$ cat src/rtl/lsu_split_if.sv
// Bundles the MEM-stage request/response and the data-memory port of lsu_split.
// slave = the access unit itself, master = pipeline plus data memory.
interface lsu_split_if;
    logic        req_valid;
    logic        req_we;
    logic [2:0]  req_type;
    logic [31:0] req_addr;
    logic [31:0] req_wdata;
    logic        stall;
    logic        resp_valid;
    logic [31:0] resp_rdata;
    logic        dm_we;
    logic [2:0]  dm_type;
    logic [31:0] dm_addr;
    logic [31:0] dm_din;
    logic [31:0] dm_dout;

    modport slave (
        input  req_valid, req_we, req_type, req_addr, req_wdata, dm_dout,
        output stall, resp_valid, resp_rdata, dm_we, dm_type, dm_addr, dm_din
    );

    modport master (
        output req_valid, req_we, req_type, req_addr, req_wdata, dm_dout,
        input  stall, resp_valid, resp_rdata, dm_we, dm_type, dm_addr, dm_din
    );
endinterface

$ cat src/rtl/lsu_split.sv
// MEM-stage load/store unit: aligned accesses pass straight through, misaligned
// halfword/word accesses are split into stalled byte accesses and reassembled.
module lsu_split #(
    parameter int CNT_W = 16
) (
    input  logic             clk,
    input  logic             rstn,
    lsu_split_if.slave       bus,
    output logic [CNT_W-1:0] misalign_cnt
);
    localparam logic [2:0] DM_WORD              = 3'b000;
    localparam logic [2:0] DM_HALFWORD          = 3'b001;
    localparam logic [2:0] DM_HALFWORD_UNSIGNED = 3'b010;
    localparam logic [2:0] DM_BYTE              = 3'b011;
    localparam logic [2:0] DM_BYTE_UNSIGNED     = 3'b100;

    localparam logic [1:0] ST_IDLE  = 2'd0;
    localparam logic [1:0] ST_SPLIT = 2'd1;
    localparam logic [1:0] ST_DONE  = 2'd2;

    logic [1:0]       state_reg;
    logic [1:0]       k_reg;
    logic             lat_we_reg;
    logic [2:0]       lat_type_reg;
    logic [31:0]      lat_addr_reg;
    logic [31:0]      lat_wdata_reg;
    logic [7:0]       byte_reg [4];
    logic [CNT_W-1:0] cnt_reg;

    logic        type_ok;
    logic        aligned;
    logic        split_start;
    logic        last_k;
    logic        cap_en;
    logic [1:0]  cap_idx;
    logic [31:0] done_rdata;

    assign misalign_cnt = cnt_reg;

    always_comb begin
        type_ok = 1'b0;
        case (bus.req_type)
            DM_WORD, DM_HALFWORD, DM_BYTE:           type_ok = 1'b1;
            DM_HALFWORD_UNSIGNED, DM_BYTE_UNSIGNED:  type_ok = !bus.req_we;
            default:                                 type_ok = 1'b0;
        endcase
    end

    always_comb begin
        aligned = 1'b1;
        case (bus.req_type)
            DM_WORD:                           aligned = (bus.req_addr[1:0] == 2'b00);
            DM_HALFWORD, DM_HALFWORD_UNSIGNED: aligned = !bus.req_addr[0];
            default:                           aligned = 1'b1;
        endcase
    end

    assign split_start = (state_reg == ST_IDLE) && bus.req_valid && type_ok && !aligned;
    assign last_k      = (lat_type_reg == DM_WORD) ? (k_reg == 2'd3) : (k_reg == 2'd1);

    // Load bytes land in the buffer on the edge that ends their issue cycle.
    assign cap_en  = (split_start && !bus.req_we) || ((state_reg == ST_SPLIT) && !lat_we_reg);
    assign cap_idx = (state_reg == ST_IDLE) ? 2'd0 : k_reg;

    always_comb begin
        done_rdata = 32'd0;
        if (!lat_we_reg) begin
            case (lat_type_reg)
                DM_WORD:     done_rdata = {byte_reg[3], byte_reg[2], byte_reg[1], byte_reg[0]};
                DM_HALFWORD: done_rdata = {{16{byte_reg[1][7]}}, byte_reg[1], byte_reg[0]};
                default:     done_rdata = {16'd0, byte_reg[1], byte_reg[0]};
            endcase
        end
    end

    always_comb begin
        bus.dm_we      = 1'b0;
        bus.dm_type    = bus.req_type;
        bus.dm_addr    = bus.req_addr;
        bus.dm_din     = bus.req_wdata;
        bus.stall      = 1'b0;
        bus.resp_valid = 1'b0;
        bus.resp_rdata = 32'd0;
        case (state_reg)
            ST_IDLE: begin
                if (bus.req_valid) begin
                    if (!type_ok) begin
                        bus.resp_valid = 1'b1;
                    end else if (aligned) begin
                        bus.dm_we      = bus.req_we;
                        bus.resp_valid = 1'b1;
                        bus.resp_rdata = bus.req_we ? 32'd0 : bus.dm_dout;
                    end else begin
                        bus.dm_type = bus.req_we ? DM_BYTE : DM_BYTE_UNSIGNED;
                        bus.dm_din  = {24'd0, bus.req_wdata[7:0]};
                        bus.dm_we   = bus.req_we;
                        bus.stall   = 1'b1;
                    end
                end
            end
            ST_SPLIT: begin
                bus.dm_addr = lat_addr_reg + {30'd0, k_reg};
                bus.dm_type = lat_we_reg ? DM_BYTE : DM_BYTE_UNSIGNED;
                bus.dm_din  = {24'd0, lat_wdata_reg[{k_reg, 3'b000} +: 8]};
                bus.dm_we   = lat_we_reg;
                bus.stall   = 1'b1;
            end
            ST_DONE: begin
                bus.dm_addr    = lat_addr_reg;
                bus.dm_type    = lat_type_reg;
                bus.dm_din     = lat_wdata_reg;
                bus.resp_valid = 1'b1;
                bus.resp_rdata = done_rdata;
            end
            default: ;
        endcase
        // Reset must never let a write or a response escape, even mid-split.
        if (!rstn) begin
            bus.dm_we      = 1'b0;
            bus.stall      = 1'b0;
            bus.resp_valid = 1'b0;
            bus.resp_rdata = 32'd0;
        end
    end

    always_ff @(posedge clk) begin
        if (!rstn) begin
            state_reg     <= ST_IDLE;
            k_reg         <= 2'd0;
            lat_we_reg    <= 1'b0;
            lat_type_reg  <= DM_WORD;
            lat_addr_reg  <= 32'd0;
            lat_wdata_reg <= 32'd0;
            cnt_reg       <= '0;
        end else begin
            case (state_reg)
                ST_IDLE: begin
                    if (split_start) begin
                        lat_we_reg    <= bus.req_we;
                        lat_type_reg  <= bus.req_type;
                        lat_addr_reg  <= bus.req_addr;
                        lat_wdata_reg <= bus.req_wdata;
                        k_reg         <= 2'd1;
                        state_reg     <= ST_SPLIT;
                        if (cnt_reg != '1) begin
                            cnt_reg <= cnt_reg + 1'b1;
                        end
                    end
                end
                ST_SPLIT: begin
                    if (last_k) begin
                        k_reg     <= 2'd0;
                        state_reg <= ST_DONE;
                    end else begin
                        k_reg <= k_reg + 2'd1;
                    end
                end
                ST_DONE: state_reg <= ST_IDLE;
                default: state_reg <= ST_IDLE;
            endcase
        end
    end

    for (genvar gi = 0; gi < 4; gi++) begin : g_buf
        always_ff @(posedge clk) begin
            if (!rstn) begin
                byte_reg[gi] <= 8'd0;
            end else if (cap_en && (cap_idx == 2'(gi))) begin
                byte_reg[gi] <= bus.dm_dout[7:0];
            end
        end
    end
endmodule

$ cat src/flat_wrapper.sv
// flat-port wrapper written by rule: the top's interface ports become plain ports
module lsu_split_flat 
#(
    parameter int CNT_W = 16
)
  (clk, rstn, misalign_cnt, bus_req_valid, bus_req_we, bus_req_type, bus_req_addr, bus_req_wdata, bus_dm_dout, bus_stall, bus_resp_valid, bus_resp_rdata, bus_dm_we, bus_dm_type, bus_dm_addr, bus_dm_din);
  lsu_split_if bus_i ();
  input  logic clk;
  input  logic rstn;
  output logic [CNT_W-1:0] misalign_cnt;
  input wire logic [$bits(bus_i.req_valid)-1:0] bus_req_valid;
  input wire logic [$bits(bus_i.req_we)-1:0] bus_req_we;
  input wire logic [$bits(bus_i.req_type)-1:0] bus_req_type;
  input wire logic [$bits(bus_i.req_addr)-1:0] bus_req_addr;
  input wire logic [$bits(bus_i.req_wdata)-1:0] bus_req_wdata;
  input wire logic [$bits(bus_i.dm_dout)-1:0] bus_dm_dout;
  output wire logic [$bits(bus_i.stall)-1:0] bus_stall;
  output wire logic [$bits(bus_i.resp_valid)-1:0] bus_resp_valid;
  output wire logic [$bits(bus_i.resp_rdata)-1:0] bus_resp_rdata;
  output wire logic [$bits(bus_i.dm_we)-1:0] bus_dm_we;
  output wire logic [$bits(bus_i.dm_type)-1:0] bus_dm_type;
  output wire logic [$bits(bus_i.dm_addr)-1:0] bus_dm_addr;
  output wire logic [$bits(bus_i.dm_din)-1:0] bus_dm_din;
  assign bus_i.req_valid = bus_req_valid;
  assign bus_i.req_we = bus_req_we;
  assign bus_i.req_type = bus_req_type;
  assign bus_i.req_addr = bus_req_addr;
  assign bus_i.req_wdata = bus_req_wdata;
  assign bus_i.dm_dout = bus_dm_dout;
  assign bus_stall = bus_i.stall;
  assign bus_resp_valid = bus_i.resp_valid;
  assign bus_resp_rdata = bus_i.resp_rdata;
  assign bus_dm_we = bus_i.dm_we;
  assign bus_dm_type = bus_i.dm_type;
  assign bus_dm_addr = bus_i.dm_addr;
  assign bus_dm_din = bus_i.dm_din;
  lsu_split #(.CNT_W(CNT_W)) u_core (.clk(clk), .rstn(rstn), .bus(bus_i), .misalign_cnt(misalign_cnt));
endmodule
$ cat config.mk
export PLATFORM = sky130hd
export DESIGN_NAME = lsu_split_flat
export DESIGN_NICKNAME = d
export VERILOG_FILES = /design/src/rtl/lsu_split_if.sv /design/src/rtl/lsu_split.sv /design/src/flat_wrapper.sv
export SDC_FILE = /design/constraint.sdc
export NUM_CORES = 1
export LEC_CHECK = 0
export CORE_MARGIN = 3
export CORE_UTILIZATION = 43
export CTS_CLUSTER_SIZE = 24
export DETAILED_ROUTE_END_ITERATION = 8
export PLACE_DENSITY = 0.86
export SKIP_LAST_GASP = 1
export SLEW_MARGIN = 0
export SYNTH_ARGS = -nofsm -noshare
export SYNTH_HDL_FRONTEND = slang
export SYNTH_SLANG_ARGS = --single-unit
$ cat constraint.sdc
create_clock -name clk -period 2.2 [get_ports clk]
set_input_delay 0.22 -clock clk [delete_from_list [all_inputs] [get_ports clk]]
set_output_delay 0.22 -clock clk [all_outputs]
set_load 0.02 [all_outputs]
[After elaboration in Yosys (flattened, before gate mapping)]
Memories as Yosys holds them, arrays and structs flattened.
Index checks and enable logic that the tools add are counted.
Cells by class
  add/subtract/negate cells: 3
  eq/ne operators: 15
  shift-type cells: 1
  multiplexer cells: 59
  bitwise logic cells: 4
  reductions and logical operators: 27
Operators by type and width (count)
  2-to-1 mux 32 bit: 9
  case mux 32 bit (2 select lines): 3
  case mux 32 bit (3 select lines): 1
  adder 32 x 2 -> 32 bit: 1
  2-to-1 mux 8 bit: 4
  indexed part select 32 x 6 -> 8 bit: 1
  2-to-1 mux 1 bit: 25
  adder 16 x 1 -> 16 bit, second input constant: 1
  != test 16 bit, second input constant: 1
  2-to-1 mux 3 bit: 5
  case mux 1 bit (2 select lines): 5
  logical AND 1 bit: 9
  case mux 3 bit (3 select lines): 1
  == test 2 bit, second input constant: 4
  2-to-1 mux 2 bit: 4
  case mux 2 bit (2 select lines): 2
  == test 2 x 1 -> 1 bit, second input constant: 3
  == test 3 x 1 -> 1 bit, second input constant: 2
  == test 3 x 2 -> 1 bit, second input constant: 2
  logical NOT 2 bit: 3
  logical NOT 3 bit: 2
  AND reduction 2 bit: 3
  logical NOT 1 bit: 4
  != test 2 x 1 -> 1 bit, second input constant: 2
  other kinds (8): 12
Word-level totals
  register bits after elaboration: 88
  bits in writable memories: 32
  bits of input ports: 103
  output and inout port bits: 118
  logic and storage cells: 117
  memories kept: 1
Memories
  u_core.byte_reg: depth 4, width 8, rd ports 4, clocked after memory_dff 0, wr ports 4, line lsu_split.sv:27  | logic [7:0] byte_reg [4];

[Longest topological paths before layout]
  word-level depth: 12
  gate-level depth with buffers: 9
  mapped depth without buffers: 7

[Least setup slack after synthesis]
OpenSTA, ideal clock, no wires.
  path type: reg-to-output
  start point: register u_core.lat_addr_reg[0]
  end point: output bus_dm_addr[12]
  arrival time: 2.155 ns
  data required time: 1.980 ns
  slack: -0.175 ns
  stages on the path, launching flop included: 7
  path buffers: 0
  path through: dfxtp_1 -> ha_1 -> fa_1 -> nand3_1 -> nor3_1 -> nand2_1 -> o311ai_0
Between the ends
  word-level cells in the longest chain between the ends: 2
Ends and longest elaborated chain
  from (decl): line lsu_split.sv:25  | logic [31:0] lat_addr_reg;
  from (signal assigned): line lsu_split.sv:141  | lat_addr_reg <= bus.req_addr;
  adder 32 x 2 -> 32 bit: line lsu_split.sv:102  | bus.dm_addr = lat_addr_reg + {30'd0, k_reg};
  case mux 32 bit (2 select lines): line lsu_split.sv:84  | case (state_reg)
  to (decl): line flat_wrapper.sv:22  | output wire logic [$bits(bus_i.dm_addr)-1:0] bus_dm_addr;
Every way passes these cells.

[Worst setup path after layout]
  start point: register u_core.k_reg[0]
  end point: output bus_dm_addr[12]
Between the ends
  word-level cells in the longest chain between the ends: 2
Ends and longest elaborated chain
  from (decl): line lsu_split.sv:22  | logic [1:0] k_reg;
  from (signal assigned): line lsu_split.sv:155  | k_reg <= k_reg + 2'd1;
  adder 32 x 2 -> 32 bit: line lsu_split.sv:102
  case mux 32 bit (2 select lines): line lsu_split.sv:84
Every way passes these cells.

==> flow_summary.yaml <==
cts:
  cts_root_buf: "clkbuf_16"
  clk_pin_slew_worst_paths_ns: 0.06
  cts_max_path_buffers: 2
  clk_latency_ns: 0.43
  cts_buffers: 17
  cts_sinks: 120
  h-tree-depth: 4
  cts_tree: "done"
synth:
  netlist-cell-type-count: 74
  syn_inst: 920
  synth_flop_cell: "dfxtp_1"
  synth_edf_count: 32
  ys_warn_count: 0
  async_flop_share: 0
  syn_area_um2: 7280
  seq_area_frac_synth: 0.374
  avgSynthCellArea_um2: 7.91
  ys_ff_latch: 120
  syn_nets: 1031
layout:
  diodes: 0
  num-nets-final: 1361
  synthToLayoutAreaGrowth_pct: 67.9
  layout-drive-gt1-share: 0.354
  fin_util: 0.753
  final_cell_area_um2: 12200
min_path:
  hold_path_depth: 4
  min_from: "bus_req_addr[0]"
  worstHoldPathType: "input pin to flop"
  whs_endpoint: "u_core.lat_addr_reg[0]"
power_and_ir_drop:
  leakagePower_nw: 4.91
  powerDensity_nw_per_um2: 1070
  ir_drop_uv: 788
  p_total_mw: 13.1
die:
  start_util: 0.449
  die_w_um: 136
  io_pins: 221
  die_height_um: 136
  die-area_um2: 18500
  core_region_area_um2: 16200
  rows: 46
placement:
  gp_congestion: 0.904
  place_hpwl_um: 18600
  port_buffers: 220
  place_area_um2: 10500
worst_setup_path:
  worstSetupStartpointType: "flop"
  crit-reg2reg-capture: "u_core.misalign_cnt[9]"
  rr_worst_depth: 11
  worstSetupEndpointType: "output pin"
  crit_arrival_ns: 2.37
  worst-path-max-fanout: 5
  rrSetupSlack_ns: 0.02
  reg2reg_from: "u_core.state_reg[0]"
  crit_type: "flop to output pin"
  required_ns: 1.98
global_routing:
  grt_busiest_layer: "met2"
  use_met1: 0.353
  grt_pass1_vias: 8335
  grt_use_met3: 0.0736
  grt_overflow: 0
  globalRouteTotalUtil: 0.297
  grt_pass1_wl_um: 43500
  use_met2: 0.500
  antenna_found_initial: 0
  grt_max_degree: 48
detailed_routing:
  wl_per_cell_um: 20.6
  vias: 8827
  postRouteAntennaNets: 0
  firstDrtPassIters: 6
  drc: 0
  post_drt_via_cell_ratio: 5.97
  postRouteWirelength_um: 30400
  drt_iter0_drc: 1000
timing:
  fin_ws_ns: -0.392
  max_freq_mhz: 386
  grt_setup_unrepaired: "true"
  min_period_ns: 2.59
  hold_viol_final: 0
  skew_ns: 0.00885
  slew_headroom: 0.636
  finalMaxSlewViolations: 0
  setup_viol: 93
  setup_tns_ns: -16.89
  worst_slew_pin_slew_ns: 0.546
  post-route-period-util: 1.18
outcome:
  failed_checks: "negative setup slack"
  outcome: "finished with violations"
flow_run:
  max-cap-violations: 0
## cells by family (layout without fill, tap and decap cells)
logic type / after synthesis / in the layout / share of synthesized area
DFF: 120 / 120 / 0.374
and+or+nand+nor: 392 / 392 / 0.252
adders and majority gates: 8 / 8 / 0.0148
AOI/OAI and AO/OA: 263 / 263 / 0.240
xor gates and xnor gates: 27 / 27 / 0.0325
muxes: 14 / 14 / 0.0332
buffers and inverters: 96 / 439 / 0.0534
## placed cells by master, fill, tap and decap left out, drive strengths merged, types with 5 or more instances in the layout
cell type        n
a21o            20
a21oi           96
a22o            24
a22oi           44
a31oi            6
and3            22
buf            261
clkbuf          29
clkdlybuf4s50  113
clkinv           5
dfxtp           88
edfxtp          32
ha               7
inv             22
mux2i            5
mux4             8
nand2          176
nand2b          12
nand3           16
nand4           14
nor2            95
nor2b            5
nor3            14
nor3b            6
nor4            13
o21a             6
o21ai           41
xnor2           21
xor2             6
## layer usage
metal,part of all wire,vias to the layer above,wire length [um]
met3,0.095,129,2900
met1,0.36,4181,10900
li1,-,3950,-
met5,0,-,0
met2,0.50,567,15200
met4,0.049,0,1480
## power breakdown
group	internal [mW]	switching (mW)	total, mW	leakage [nW]
logic	3.62	4.14	7.76	3.58
clock network	1.73	1.06	2.79	0.281
registers	2.44	0.120	2.56	1.05
## cell usage after synthesis, drive strengths merged, types with 13 or more instances
cell type	number	area (um2)
a21o	20	150
a21oi	96	480
a22o	24	210
a22oi	44	330
and3	22	138
buf	34	156
clkbuf	39	146
dfxtp	88	1760
edfxtp	32	961
inv	22	82.6
nand2	176	661
nand3	16	80.1
nand4	14	103
nor2	95	359
nor3	14	80.1
nor4	13	96.3
o21ai	41	216
xnor2	21	184
## how the worst max path moves through the flow
stage                     from                  to
3_3_place_gp   bus_req_addr[0]  bus_resp_rdata[24]
5_1_grt        u_core.k_reg[0]     bus_dm_addr[16]
3_5_place_dp   bus_req_type[1]  bus_resp_rdata[14]
4_1_cts        u_core.k_reg[0]     bus_dm_addr[12]
6_report       u_core.k_reg[0]     bus_dm_addr[12]
2_1_floorplan  u_core.k_reg[1]     bus_dm_addr[23]
## worst max-delay path, stage by stage, from the launching register on
cell and delay (ns):
dfxtp_2 0.36, ha_4 0.15, fa_2 0.22, buf_6 0.11, nand3_4 0.10, nor3_2 0.23, buf_4 0.20, buf_4 0.12
nand2_2 0.06, o311ai_4 0.21, buf_4 0.18
## layout make-up
class | count | area, um2
multi-input combinational | 704 | 4930
timing repair buffer | 384 | 3600
clock inverter | 8 | 87.6
clock buffer | 24 | 507
sequential | 120 | 2740
inverter | 23 | 86.3
fill | 1076 | 4010
tap | 216 | 270
## what timing repair did
| action | 4_1_cts | 5_1_grt |
|---|---|---|
| cloned | 5 | 3 |
| buffers inserted | 18 | 25 |
| pin swaps | 82 | 102 |
| gates resized for setup | 627 | 153 |
| setup endpoints to repair | 111 | 129 |
| hold buffers | 0 | 0 |
## per-stage QoR
stage               setup WS, ns  hold WS [ns]  instances
CTS                       -0.292         0.303       1460
global placement          -0.513         0.460       1406
finish                    -0.392         0.328       1479
floorplan                0.00354         0.356        920
global route              -0.507         0.328       1479
detailed placement        -0.611         0.471       1406
Power figures use the tool's default switching activity.
